`src/rtl/ias_pkg.sv`:
```
// Shared IAS definitions: control-unit phase encoding, opcode constants and opcode classes.
// Imported by the sequencer, its opcode decoder and the sequencer interface.
package ias_pkg;

  localparam int unsigned IasAddrW = 12;
  localparam int unsigned IasWordW = 40;
  localparam int unsigned IasOpcW  = 8;
  localparam int unsigned IasHalfW = IasWordW / 2;

  typedef enum logic [1:0] {
    PhFetch   = 2'b00,
    PhDecode  = 2'b01,
    PhExecute = 2'b10
  } phase_e;

  typedef enum logic [2:0] {
    OpNop     = 3'd0,
    OpLoad    = 3'd1,
    OpArith   = 3'd2,
    OpJump    = 3'd3,
    OpCjump   = 3'd4,
    OpStore   = 3'd5,
    OpShift   = 3'd6,
    OpIllegal = 3'd7
  } op_class_e;

  localparam logic [IasOpcW-1:0] OpcNop         = 8'h00;
  localparam logic [IasOpcW-1:0] OpcLoadMx      = 8'h01;
  localparam logic [IasOpcW-1:0] OpcLoadNegMx   = 8'h02;
  localparam logic [IasOpcW-1:0] OpcLoadAbsMx   = 8'h03;
  localparam logic [IasOpcW-1:0] OpcLoadNAbsMx  = 8'h04;
  localparam logic [IasOpcW-1:0] OpcAddMx       = 8'h05;
  localparam logic [IasOpcW-1:0] OpcSubMx       = 8'h06;
  localparam logic [IasOpcW-1:0] OpcAddAbsMx    = 8'h07;
  localparam logic [IasOpcW-1:0] OpcSubAbsMx    = 8'h08;
  localparam logic [IasOpcW-1:0] OpcLoadMqMx    = 8'h09;
  localparam logic [IasOpcW-1:0] OpcLoadMq      = 8'h0A;
  localparam logic [IasOpcW-1:0] OpcMul         = 8'h0B;
  localparam logic [IasOpcW-1:0] OpcDiv         = 8'h0C;
  localparam logic [IasOpcW-1:0] OpcJumpL       = 8'h0D;
  localparam logic [IasOpcW-1:0] OpcJumpR       = 8'h0E;
  localparam logic [IasOpcW-1:0] OpcJumpPlusL   = 8'h0F;
  localparam logic [IasOpcW-1:0] OpcJumpPlusR   = 8'h10;
  localparam logic [IasOpcW-1:0] OpcStor        = 8'h21;
  localparam logic [IasOpcW-1:0] OpcStorL       = 8'h12;
  localparam logic [IasOpcW-1:0] OpcStorR       = 8'h13;
  localparam logic [IasOpcW-1:0] OpcLsh         = 8'h14;
  localparam logic [IasOpcW-1:0] OpcRsh         = 8'h15;

endpackage

```
`src/rtl/ias_phase_sequencer_if.sv`:
```
// Bundle between the phase sequencer and its neighbours (control unit, instruction memory,
// datapath). The master side drives phase, memory data and AC status.
interface ias_phase_sequencer_if #(
  parameter int unsigned ADDR_W = ias_pkg::IasAddrW,
  parameter int unsigned WORD_W = ias_pkg::IasWordW,
  parameter int unsigned OPC_W  = ias_pkg::IasOpcW
);
  import ias_pkg::*;

  logic [1:0]        state;
  logic [WORD_W-1:0] mem_rdata;
  logic              ac_nonneg;
  logic              mem_rd;
  logic [ADDR_W-1:0] mem_addr;
  logic [ADDR_W-1:0] pc;
  logic [OPC_W-1:0]  ir;
  logic [ADDR_W-1:0] mar;
  logic              ibr_valid;
  op_class_e         op_class;
  logic              exec_strobe;
  logic              jump_taken;
  logic              illegal_op;
  logic              seq_error;

  modport master (
    output state, mem_rdata, ac_nonneg,
    input  mem_rd, mem_addr, pc, ir, mar, ibr_valid, op_class,
    input  exec_strobe, jump_taken, illegal_op, seq_error
  );

  modport slave (
    input  state, mem_rdata, ac_nonneg,
    output mem_rd, mem_addr, pc, ir, mar, ibr_valid, op_class,
    output exec_strobe, jump_taken, illegal_op, seq_error
  );

endinterface

```
`src/rtl/ias_opcode_decoder.sv`:
```
// Combinational IAS opcode classifier; also flags jumps, conditional jumps and right-half targets.
module ias_opcode_decoder
  import ias_pkg::*;
(
  input  logic [IasOpcW-1:0] opcode_i,
  output op_class_e          op_class_o,
  output logic               is_jump_o,
  output logic               is_cond_o,
  output logic               jump_right_o
);

  always_comb begin
    op_class_o   = OpIllegal;
    is_jump_o    = 1'b0;
    is_cond_o    = 1'b0;
    jump_right_o = 1'b0;
    case (opcode_i)
      OpcNop: op_class_o = OpNop;
      OpcLoadMx, OpcLoadNegMx, OpcLoadAbsMx, OpcLoadNAbsMx, OpcLoadMqMx, OpcLoadMq:
        op_class_o = OpLoad;
      OpcAddMx, OpcSubMx, OpcAddAbsMx, OpcSubAbsMx, OpcMul, OpcDiv:
        op_class_o = OpArith;
      OpcJumpL: begin
        op_class_o = OpJump;
        is_jump_o  = 1'b1;
      end
      OpcJumpR: begin
        op_class_o   = OpJump;
        is_jump_o    = 1'b1;
        jump_right_o = 1'b1;
      end
      OpcJumpPlusL: begin
        op_class_o = OpCjump;
        is_jump_o  = 1'b1;
        is_cond_o  = 1'b1;
      end
      OpcJumpPlusR: begin
        op_class_o   = OpCjump;
        is_jump_o    = 1'b1;
        is_cond_o    = 1'b1;
        jump_right_o = 1'b1;
      end
      OpcStor, OpcStorL, OpcStorR: op_class_o = OpStore;
      OpcLsh, OpcRsh:              op_class_o = OpShift;
      default: ;
    endcase
  end

endmodule

```
`src/rtl/ias_phase_sequencer.sv`:
```
// Follows the control unit's FETCH/DECODE/EXECUTE phases: issues word reads, splits words via
// the IBR into ir/mar, and updates PC on execute. Pulses and mem_rd are combinational.
module ias_phase_sequencer
  import ias_pkg::*;
#(
  parameter int unsigned       ADDR_W   = IasAddrW,
  parameter int unsigned       WORD_W   = IasWordW,
  parameter int unsigned       OPC_W    = IasOpcW,
  parameter logic [ADDR_W-1:0] PC_RESET = '0
) (
  input logic                  clk,
  input logic                  reset,
  ias_phase_sequencer_if.slave bus_io
);

  localparam int unsigned HalfW = WORD_W / 2;

  logic [1:0]        prev_state_q, prev_state_d;
  logic [ADDR_W-1:0] pc_q, pc_d;
  logic [ADDR_W-1:0] mar_q, mar_d;
  logic [OPC_W-1:0]  ir_q, ir_d;
  logic [HalfW-1:0]  ibr_q, ibr_d;
  logic              ibr_valid_q, ibr_valid_d;
  logic              right_pending_q, right_pending_d;
  logic              seq_error_q, seq_error_d;

  logic      legal, act, take_jump;
  logic      mem_rd, exec_strobe, illegal_op;
  op_class_e op_class;
  logic      is_jump, is_cond, jump_right;

  ias_opcode_decoder u_decoder (
    .opcode_i    (ir_q),
    .op_class_o  (op_class),
    .is_jump_o   (is_jump),
    .is_cond_o   (is_cond),
    .jump_right_o(jump_right)
  );

  always_comb begin
    legal = (prev_state_q == PhExecute && bus_io.state == PhFetch)  ||
            (prev_state_q == PhFetch   && bus_io.state == PhDecode) ||
            (prev_state_q == PhDecode  && bus_io.state == PhExecute);
    // Once a phase-order violation is seen the block stays frozen until reset.
    act = legal && !seq_error_q;

    prev_state_d    = bus_io.state;
    seq_error_d     = seq_error_q | ~legal;
    pc_d            = pc_q;
    mar_d           = mar_q;
    ir_d            = ir_q;
    ibr_d           = ibr_q;
    ibr_valid_d     = ibr_valid_q;
    right_pending_d = right_pending_q;
    mem_rd          = 1'b0;
    exec_strobe     = 1'b0;
    illegal_op      = 1'b0;
    take_jump       = 1'b0;

    if (act) begin
      case (bus_io.state)
        PhFetch: mem_rd = ~ibr_valid_q;
        PhDecode: begin
          if (ibr_valid_q) begin
            ir_d        = ibr_q[HalfW-1 -: OPC_W];
            mar_d       = ibr_q[ADDR_W-1:0];
            ibr_valid_d = 1'b0;
            pc_d        = pc_q + ADDR_W'(1);
          end else if (right_pending_q) begin
            ir_d            = bus_io.mem_rdata[HalfW-1 -: OPC_W];
            mar_d           = bus_io.mem_rdata[ADDR_W-1:0];
            right_pending_d = 1'b0;
            pc_d            = pc_q + ADDR_W'(1);
          end else begin
            ir_d        = bus_io.mem_rdata[WORD_W-1 -: OPC_W];
            mar_d       = bus_io.mem_rdata[WORD_W-OPC_W-1 -: ADDR_W];
            ibr_d       = bus_io.mem_rdata[HalfW-1:0];
            ibr_valid_d = 1'b1;
          end
        end
        PhExecute: begin
          exec_strobe = 1'b1;
          illegal_op  = (op_class == OpIllegal);
          take_jump   = is_jump && (!is_cond || bus_io.ac_nonneg);
          // A taken jump discards any right instruction still held in the IBR.
          if (take_jump) begin
            pc_d            = mar_q;
            ibr_valid_d     = 1'b0;
            right_pending_d = jump_right;
          end
        end
        default: ;
      endcase
    end
  end

  always_ff @(posedge clk) begin
    if (!reset) begin
      prev_state_q    <= PhExecute;
      pc_q            <= PC_RESET;
      mar_q           <= '0;
      ir_q            <= '0;
      ibr_q           <= '0;
      ibr_valid_q     <= 1'b0;
      right_pending_q <= 1'b0;
      seq_error_q     <= 1'b0;
    end else begin
      prev_state_q    <= prev_state_d;
      pc_q            <= pc_d;
      mar_q           <= mar_d;
      ir_q            <= ir_d;
      ibr_q           <= ibr_d;
      ibr_valid_q     <= ibr_valid_d;
      right_pending_q <= right_pending_d;
      seq_error_q     <= seq_error_d;
    end
  end

  assign bus_io.mem_rd      = mem_rd;
  assign bus_io.mem_addr    = pc_q;
  assign bus_io.pc          = pc_q;
  assign bus_io.ir          = ir_q;
  assign bus_io.mar         = mar_q;
  assign bus_io.ibr_valid   = ibr_valid_q;
  assign bus_io.op_class    = op_class;
  assign bus_io.exec_strobe = exec_strobe;
  assign bus_io.jump_taken  = take_jump;
  assign bus_io.illegal_op  = illegal_op;
  assign bus_io.seq_error   = seq_error_q;

endmodule
```
`src/flat_wrapper.sv`:
```
// flat-port wrapper written by rule: the top's interface ports become plain ports
module ias_phase_sequencer_flat import ias_pkg::*;
#(
  parameter int unsigned       ADDR_W   = IasAddrW,
  parameter int unsigned       WORD_W   = IasWordW,
  parameter int unsigned       OPC_W    = IasOpcW,
  parameter logic [ADDR_W-1:0] PC_RESET = '0
)
  (clk, reset, bus_io_state, bus_io_mem_rdata, bus_io_ac_nonneg, bus_io_mem_rd, bus_io_mem_addr, bus_io_pc, bus_io_ir, bus_io_mar, bus_io_ibr_valid, bus_io_op_class, bus_io_exec_strobe, bus_io_jump_taken, bus_io_illegal_op, bus_io_seq_error);
  ias_phase_sequencer_if #(.ADDR_W(ADDR_W), .WORD_W(WORD_W), .OPC_W(OPC_W)) bus_io_i ();
  input logic clk;
  input logic reset;
  input wire logic [$bits(bus_io_i.state)-1:0] bus_io_state;
  input wire logic [$bits(bus_io_i.mem_rdata)-1:0] bus_io_mem_rdata;
  input wire logic [$bits(bus_io_i.ac_nonneg)-1:0] bus_io_ac_nonneg;
  output wire logic [$bits(bus_io_i.mem_rd)-1:0] bus_io_mem_rd;
  output wire logic [$bits(bus_io_i.mem_addr)-1:0] bus_io_mem_addr;
  output wire logic [$bits(bus_io_i.pc)-1:0] bus_io_pc;
  output wire logic [$bits(bus_io_i.ir)-1:0] bus_io_ir;
  output wire logic [$bits(bus_io_i.mar)-1:0] bus_io_mar;
  output wire logic [$bits(bus_io_i.ibr_valid)-1:0] bus_io_ibr_valid;
  output wire logic [$bits(bus_io_i.op_class)-1:0] bus_io_op_class;
  output wire logic [$bits(bus_io_i.exec_strobe)-1:0] bus_io_exec_strobe;
  output wire logic [$bits(bus_io_i.jump_taken)-1:0] bus_io_jump_taken;
  output wire logic [$bits(bus_io_i.illegal_op)-1:0] bus_io_illegal_op;
  output wire logic [$bits(bus_io_i.seq_error)-1:0] bus_io_seq_error;
  assign bus_io_i.state = bus_io_state;
  assign bus_io_i.mem_rdata = bus_io_mem_rdata;
  assign bus_io_i.ac_nonneg = bus_io_ac_nonneg;
  assign bus_io_mem_rd = bus_io_i.mem_rd;
  assign bus_io_mem_addr = bus_io_i.mem_addr;
  assign bus_io_pc = bus_io_i.pc;
  assign bus_io_ir = bus_io_i.ir;
  assign bus_io_mar = bus_io_i.mar;
  assign bus_io_ibr_valid = bus_io_i.ibr_valid;
  assign bus_io_op_class = bus_io_i.op_class;
  assign bus_io_exec_strobe = bus_io_i.exec_strobe;
  assign bus_io_jump_taken = bus_io_i.jump_taken;
  assign bus_io_illegal_op = bus_io_i.illegal_op;
  assign bus_io_seq_error = bus_io_i.seq_error;
  ias_phase_sequencer #(.ADDR_W(ADDR_W), .WORD_W(WORD_W), .OPC_W(OPC_W), .PC_RESET(PC_RESET)) u_core (.clk(clk), .reset(reset), .bus_io(bus_io_i));
endmodule
```
`config.mk`:
```
export PLATFORM = sky130hd
export DESIGN_NAME = ias_phase_sequencer_flat
export DESIGN_NICKNAME = d
export VERILOG_FILES = /design/src/rtl/ias_pkg.sv /design/src/rtl/ias_phase_sequencer_if.sv /design/src/rtl/ias_opcode_decoder.sv /design/src/rtl/ias_phase_sequencer.sv /design/src/flat_wrapper.sv
export SDC_FILE = /design/constraint.sdc
export NUM_CORES = 1
export LEC_CHECK = 0
export CAP_MARGIN = 5
export CORE_AREA = 3 3 92 94
export CTS_BUF_LIST = sky130_fd_sc_hd__clkbuf_16
export DETAILED_ROUTE_END_ITERATION = 8
export DIE_AREA = 0 0 95 97
export PLACE_DENSITY_LB_ADDON = 0.2
export SYNTH_ARGS = -nofsm -noshare
export SYNTH_HDL_FRONTEND = slang
export SYNTH_SLANG_ARGS = --single-unit
```
`constraint.sdc`:
```
create_clock -name clk -period 1.9 [get_ports clk]
set_input_delay 0.38 -clock clk [delete_from_list [all_inputs] [get_ports clk]]
set_output_delay 0.38 -clock clk [all_outputs]
set_load 0.05 [all_outputs]
```
Yosys cells after proc, flatten, opt, wreduce, memory -nomap -nowiden

Index checks and enable logic that the tools add are counted.

Reduce and logical (&&, ||, !) cells: 27
Add/subtract/negate cells: 1
Multiplexer cells: 27
Equality and inequality tests: 29
Bitwise gates (word level): 4

Operators with widths:

| kind                                          | number |
|---|---|
| == test 8 x 4 -> 1 bit, second input constant | 8 |
| 2-to-1 mux 12 bit                             | 5 |
| == test 8 x 5 -> 1 bit, second input constant | 5 |
| == test 8 x 3 -> 1 bit, second input constant | 4 |
| one-hot mux 12 bit (2 select lines)           | 1 |
| one-hot mux 3 bit (7 select lines)            | 1 |
| == test 8 x 2 -> 1 bit, second input constant | 2 |
| 2-to-1 mux 1 bit                              | 16 |
| 2-to-1 mux 8 bit                              | 2 |
| adder 12 x 1 -> 12 bit, second input constant | 1 |
| AND reduction 4 bit                           | 3 |
| OR reduction 6 bit                            | 2 |
| == test 8 x 1 -> 1 bit, second input constant | 1 |
| == test 8 x 6 -> 1 bit, second input constant | 1 |
| zero test 8 bit                               | 1 |
| OR reduction 2 bit                            | 4 |
| logical AND 1 bit                             | 5 |
| == test 2 x 1 -> 1 bit, second input constant | 2 |
| == test 2 bit, second input constant          | 2 |
| zero test 2 bit                               | 2 |
| != test 2 bit, second input constant          | 2 |
| one-hot mux 1 bit (2 select lines)            | 2 |
| OR reduction 4 bit                            | 1 |
| == test 3 bit, second input constant          | 1 |
| other kinds (9)                               | 14 |

Flip-flop bits (word level): 57
Word-level logic and storage cells: 96
Output and inout port bits: 53
Bits of input ports: 45

Logic depth before layout (Yosys ltp)

Gate-level depths: netlist of run 1.

Depth in word-level cells: 8
Gate-level depth with buffers: 10
Mapped depth without buffers: 7

Hierarchy

From an unflattened synthesis of run 1, not the netlist that was laid out.

Cell total of the unflattened synthesis: 397
Area, all modules: 3258.1 um^2

Modules (own cells, without submodules):

| module              | area an instance (um^2) | sequential area each (um^2) | times used | cells an instance |
|---|---|---|---|---|
| ias_phase_sequencer | 2972.9                  | 1141.1                      | 1          | 354 |
| ias_opcode_decoder  | 285.3                   | 0.0                         | 1          | 43 |

Least setup slack after synthesis of run 1

OpenSTA, ideal clock, no wires.

Path type: input-to-output
Start point: in bus_io_state[1]
End point: out bus_io_illegal_op
Buffers on the path: 2
Data arrival time: 2.674 ns
Stages: 9
Setup slack: -1.154 ns
Data required time: 1.520 ns
Cells stage by stage: inv_1 ha_1 buf_2 mux2i_1 o21ai_0 and2_1 clkbuf_1 nand2_1 nor3b_1

Word-level cells in the longest chain between the ends: 6
Elaborated cells on any way between the ends: 11
Classes of those cells: eq/ne (2); mux (2); reduce/logical (7)

Ends and longest elaborated chain:

| item                                                      | line                                                 | text |
|---|---|---|
| from (decl)                                               | flat_wrapper.sv:13                                   | `input wire logic [$bits(bus_io_i.state)-1:0] bus_io_state;` |
| == test 2 x 1 -> 1 bit or zero test 2 bit (tied branches) | ias_phase_sequencer.sv:42, ias_phase_sequencer.sv:41 |  |
| logical AND 1 bit (on tied branches)                      | ias_phase_sequencer.sv:42, ias_phase_sequencer.sv:41 |  |
| logical OR 1 bit                                          | ias_phase_sequencer.sv:41                            | `legal = (prev_state_q == PhExecute && bus_io.state == PhFetch) \|\|` |
| logical OR 1 bit                                          | ias_phase_sequencer.sv:42                            | `(prev_state_q == PhFetch && bus_io.state == PhDecode) \|\|` |
| logical AND 1 bit                                         | ias_phase_sequencer.sv:45                            | `act = legal && !seq_error_q;` |
| 2-to-1 mux 1 bit *                                        | ias_phase_sequencer.sv:60                            | `if (act) begin` |
| to (decl)                                                 | flat_wrapper.sv:25                                   | `output wire logic [$bits(bus_io_i.illegal_op)-1:0] bus_io_illegal_op;` |

Every way passes the cells marked *; elsewhere a longest branch is shown, timed or not.

Worst setup path in the final report of run 1

Start point: reg u_core.ir_q[1] (netlist: u_core.bus_io.ir[1])
End point: out bus_io_op_class[1]

Word-level cells in the longest chain between the ends: 3
Elaborated cells on any way between the ends: 29
Classes of those cells: eq/ne (21); mux (1); reduce/logical (7)

Ends and longest elaborated chain:

| item                                           | line                       | text |
|---|---|---|
| from (decl)                                    | ias_phase_sequencer.sv:21  | `logic [OPC_W-1:0] ir_q, ir_d;` |
| from (signal assigned)                         | ias_phase_sequencer.sv:111 | `ir_q <= ir_d;` |
| == test 8 x 3 -> 1 bit (tied with other cells) | ias_opcode_decoder.sv:17   | `case (opcode_i)` |
| OR reduction 6 bit (tied with other cells)     | ias_opcode_decoder.sv:17   |  |
| one-hot mux 3 bit (7 select lines) *           | ias_opcode_decoder.sv:17   |  |
| to (decl)                                      | flat_wrapper.sv:22         | `output wire logic [$bits(bus_io_i.op_class)-1:0] bus_io_op_class;` |

Marked as above.

==> results of run 1 <==
==> cell type report <==
type / instances / area, um2 / area share (%)
clock inverters: 6 / 57.6 / 1.16
inverters: 8 / 38.8 / 0.780
well taps: 102 / 128 / 2.57
multi-input cells: 303 / 2050 / 41.3
flip-flops and latches: 57 / 1170 / 23.6
clock buffers: 10 / 250 / 5.04
repair buffers: 137 / 1270 / 25.5
==> metal layers <==
layer / track usage [%] / wire [um] / vias to the layer above
met5: 0 / 0 / -
met4: 6.66 / 130 / 0
met3: 3.97 / 521 / 13
met2: 30.6 / 4480 / 109
met1: 26.0 / 4200 / 1524
li1: - / - / 1681
==> flip-flops by register name, indices dropped and copies added, names as in the netlist <==
signal / flops
u_core.ibr_q: 20
u_core.bus_io.ibr_valid: 1
u_core.bus_io.mem_addr: 12
u_core.prev_state_q: 2
u_core.bus_io.ir: 8
u_core.bus_io.mar: 12
u_core.right_pending_q: 1
u_core.bus_io.seq_error: 1
==> how the worst min path moves through the flow <==
stage,startpoint,to,slack (ns),cells past startpoint
finish,bus_io_state[1],u_core.prev_state_q[1],0.30,3
global route,bus_io_state[1],u_core.prev_state_q[1],0.32,3
CTS,bus_io_state[1],u_core.prev_state_q[1],0.31,3
detailed placement,u_core.bus_io.mar[3],u_core.bus_io.mar[3],0.47,2
global placement,u_core.bus_io.mar[3],u_core.bus_io.mar[3],0.47,2
floorplan,u_core.ibr_q[0],u_core.ibr_q[0],0.46,2
==> worst reg2reg max path: stages, from the launching register on <==
cell and delay [ns]:
dfxtp_2 0.31, buf_4 0.18, and3b_2 0.23, nor4b_4 0.24, buf_4 0.17, a211oi_4 0.05
buf_6 0.16, buf_4 0.15, o211ai_1 0.23, o21ai_1 0.13
==> power by group through the flow <==
stage               Sequential [mW]  Combinational [mW]  Clock (mW)
global route                   1.23               0.501        1.72
finish                         1.23               0.465        1.64
detailed placement             1.26               0.426           0
CTS                            1.23               0.434        1.66
floorplan                      1.29               0.202           0
global placement               1.26               0.420           0
==> cell usage after synthesis, drive strengths merged, types with 2 or more instances <==
master,count
nand3,29
o41ai,2
or4b,2
or3,2
nor3,2
a21oi,28
clkbuf,25
o31ai,7
and2,4
dfxtp,57
o21ai,37
a31oi,3
or4,2
buf,23
and3b,2
ha,4
a221o,2
and3,4
o22ai,2
nand2,58
mux2i,43
nand4,2
nor3b,3
nor2,33
nor4b,3
inv,8
o311ai,5
nor4,2
o211ai,6
==> kinds of logic (layout without fill, tap and decap cells) <==
kind of cell / Yosys count / after routing / synth area share [%]
fa+ha+maj: 4 / 4 / 1.53
xor+xnor: 2 / 2 / 0.535
mux: 43 / 43 / 13.1
simple gates: 153 / 154 / 23.0
flops: 57 / 57 / 34.8
buf+inv: 56 / 161 / 8.37
compound gates: 100 / 100 / 18.6
==> per-stage QoR <==
| step | worst slack, ns | std cells | cell area, um2 | setup TNS (ns) |
|---|---|---|---|---|
| floorplan | -0.278 | 415 | 3390 | -0.623 |
| global placement | -0.579 | 598 | 4430 | -22.57 |
| detailed placement | -0.647 | 598 | 4430 | -25.80 |
| CTS | -0.437 | 617 | 4780 | -1.46 |
| global route | -0.489 | 623 | 4970 | -2.15 |
| finish | -0.435 | 623 | 4970 | -1.31 |
==> repair_timing <==
item                                    CTS  global route
buffers inserted                          3             6
pin swaps                                 4             9
endpoints found under the setup margin   60            16
cloned                                    0             2
resized for setup                        22            40
==> flow_summary_export.csv, run 1 <==
group,metric,value,unit
yosys,post_synth.cell_area_avg,7.89,um2
yosys,synth-main-ff-cell,"dfxtp_1",
layout,antenna_cells,0,
worst_setup_path,setup.reg_to_reg.worst_slack,-0.08,ns
detailed_routing,detail_route.wirelength,9.33,mm
worst_setup_path,path_cells,"or4b_4 -> a21oi_2 -> o21a_1 -> a21oi_1 -> a221o_2 -> buf_6",
detailed_routing,ant_nets,0,
yosys,ys_top_cells_by_area,"dfxtp_1 35%, mux2i_1 13%, nand2_1 6.6%, o21ai_0 5.7%, nand3_1 4.4%",
grt,first_global_vias,3059,
clocking,insertion_delay,0.32,ns
yosys,synth_area,3270,um2
grt,track_usage,19.3,%
clocking,cts_max_path_buffers,2,
layout,drive_above_1_share,31.1,%
timing,max_freq,428,MHz
timing,hold_viol,0,
detailed_routing,drt-initial-drc-count,124,
grt,first_pass_grt_wire_length,14.5,mm
placement,buffers_added_on_ports,97,
yosys,seq_area_frac_synth,34.8,%
worst_setup_path,crit-reg2reg-launch,"u_core.bus_io.ir[1]",
grt,antenna_found_initial,0,
power_and_ir_drop,switching_power,0.827,mW
power_and_ir_drop,switching_share,24.8,%
clocking,clock_tree_from_tritoncts,"yes",
detailed_routing,post_drt_wl_per_cell,15.0,um
worst_setup_path,arrival,1.96,ns
timing,final.min_clock_period,2.34,ns
worst_setup_path,critical_path_depth,6,
placement,post_detailed_placement_half_perimeter_wirelength,6.40,mm
clocking,cts_max_level,3,
timing,fin_hold_ws,0.303,ns
worst_setup_path,cp_num_buf_inv,1,
timing,post-route-worst-setup-slack,-0.435,ns
detailed_routing,routed-via-count,3327,
yosys,synth_top_cell_area_share,34.8,%
timing,report.final.slew_viol_count,0,
power_and_ir_drop,p_leak,1.98,nW
layout,total_nets_final,565,
worst_setup_path,cp_peak_stage_delay,0.53,ns
power_and_ir_drop,vdd.ir_drop.worst,0.517,mV
worst_setup_path,crit_family,"compound AO/OA/AOI/OAI gates",
yosys,postSynthRegisterBits,57,
yosys,synth_fp_nets,464,
yosys,synth_enable_flop_cells,0,
yosys,netlist_instances,415,
clocking,clock_sinks,57,
clocking,clockRootBuffer,"clkbuf_16",
power_and_ir_drop,pwr-share-clk,49.2,%
layout,filler_cell_count,670,
min_path,hold_path.class,"in2reg",
timing,fin_crit_sh,123,%
floorplanning,core_region_area,7730,um2
worst_setup_path,cp_data_required_time,1.52,ns
floorplanning,ios,98,
yosys,synth.largest_area_cell,"dfxtp_1",
timing,setup_violations,7,
placement,place.gp.congestion,0.852,
timing,rsz0062_at_grt,"true",
floorplanning,placement_rows,32,
timing,finalClockSkew,0.00988,ns
layout,final_core_utilization,64.3,%
layout,layout_common_cells,"79 x buf_4, 57 x nand2_1, 43 x mux2i_1, 41 x clkdlybuf4s50_1, 40 x dfxtp_1",
worst_setup_path,cp-endpoint,"bus_io_op_class[1]",
outcome,violations_in_the_final_reports,"negative setup slack",
outcome,status,"finished, violations left",
clocking,path_clk_slew,0.05,ns
detailed_routing,drt_pre_antenna_iters,4,
power_and_ir_drop,design_power_total,3.34,mW
grt,overflow,0,
job,max-cap-violations,0,
worst_setup_path,timing.reg2reg.worst_path_depth,9,
worst_setup_path,r2r_end,"u_core.bus_io.mem_addr[4]",
layout,final_common_cell,"buf_4",
floorplanning,die_area,9220,um2
detailed_routing,via_per_inst,5.34,
yosys,postSynth.asyncResetShare,0,%
layout,layout_overhead_on_the_synthesized_area,51.8,%
worst_setup_path,end_kind,"output port",
worst_setup_path,setup.worst_path.start,"u_core.bus_io.ir[1]",
power_and_ir_drop,sequential_cell_fraction_of_total_power,36.9,%
floorplanning,chipHeight,97,um
power_and_ir_drop,internal_power,2.51,mW
clocking,number_of_cts_inserted_buffers,9,
clocking,ctsHoldBuffers,0,
floorplanning,die_w,95,um
detailed_routing,drt_drc_violations_left,0,
yosys,yosysWarningCount,0,
power_and_ir_drop,combPwrFrac,13.9,%
power_and_ir_drop,power_per_cell_area,672,nW/um2
grt,maximum_number_of_pins_on_one_net_before_global_route_repair,43,
worst_setup_path,crit_path_top_delay_cell,"or4b_4",
worst_setup_path,worst_setup_path_class,"reg2out",
timing,worst_pin_slew,0.450,ns
worst_setup_path,critical_path.max_fanout,2,
yosys,synth_cell_types,50,
worst_setup_path,cp-start-kind,"flop",
floorplanning,initial_utilization,42.4,%
timing,worst_slew_margin_rel,69.9,%
Power figures use the tool's default switching activity.
==> run 2: changes to the inputs <==
--- a/config.mk
+++ b/config.mk
@@ -10,6 +10,7 @@
 export CTS_BUF_LIST = sky130_fd_sc_hd__clkbuf_16
 export DETAILED_ROUTE_END_ITERATION = 8
 export DIE_AREA = 0 0 95 97
+export GPL_ROUTABILITY_DRIVEN = 1
 export PLACE_DENSITY_LB_ADDON = 0.2
 export SYNTH_ARGS = -nofsm -noshare
 export SYNTH_HDL_FRONTEND = slang
==> results of run 2 <==
The final DEF is identical to that of run 1; final timing and power are the same.
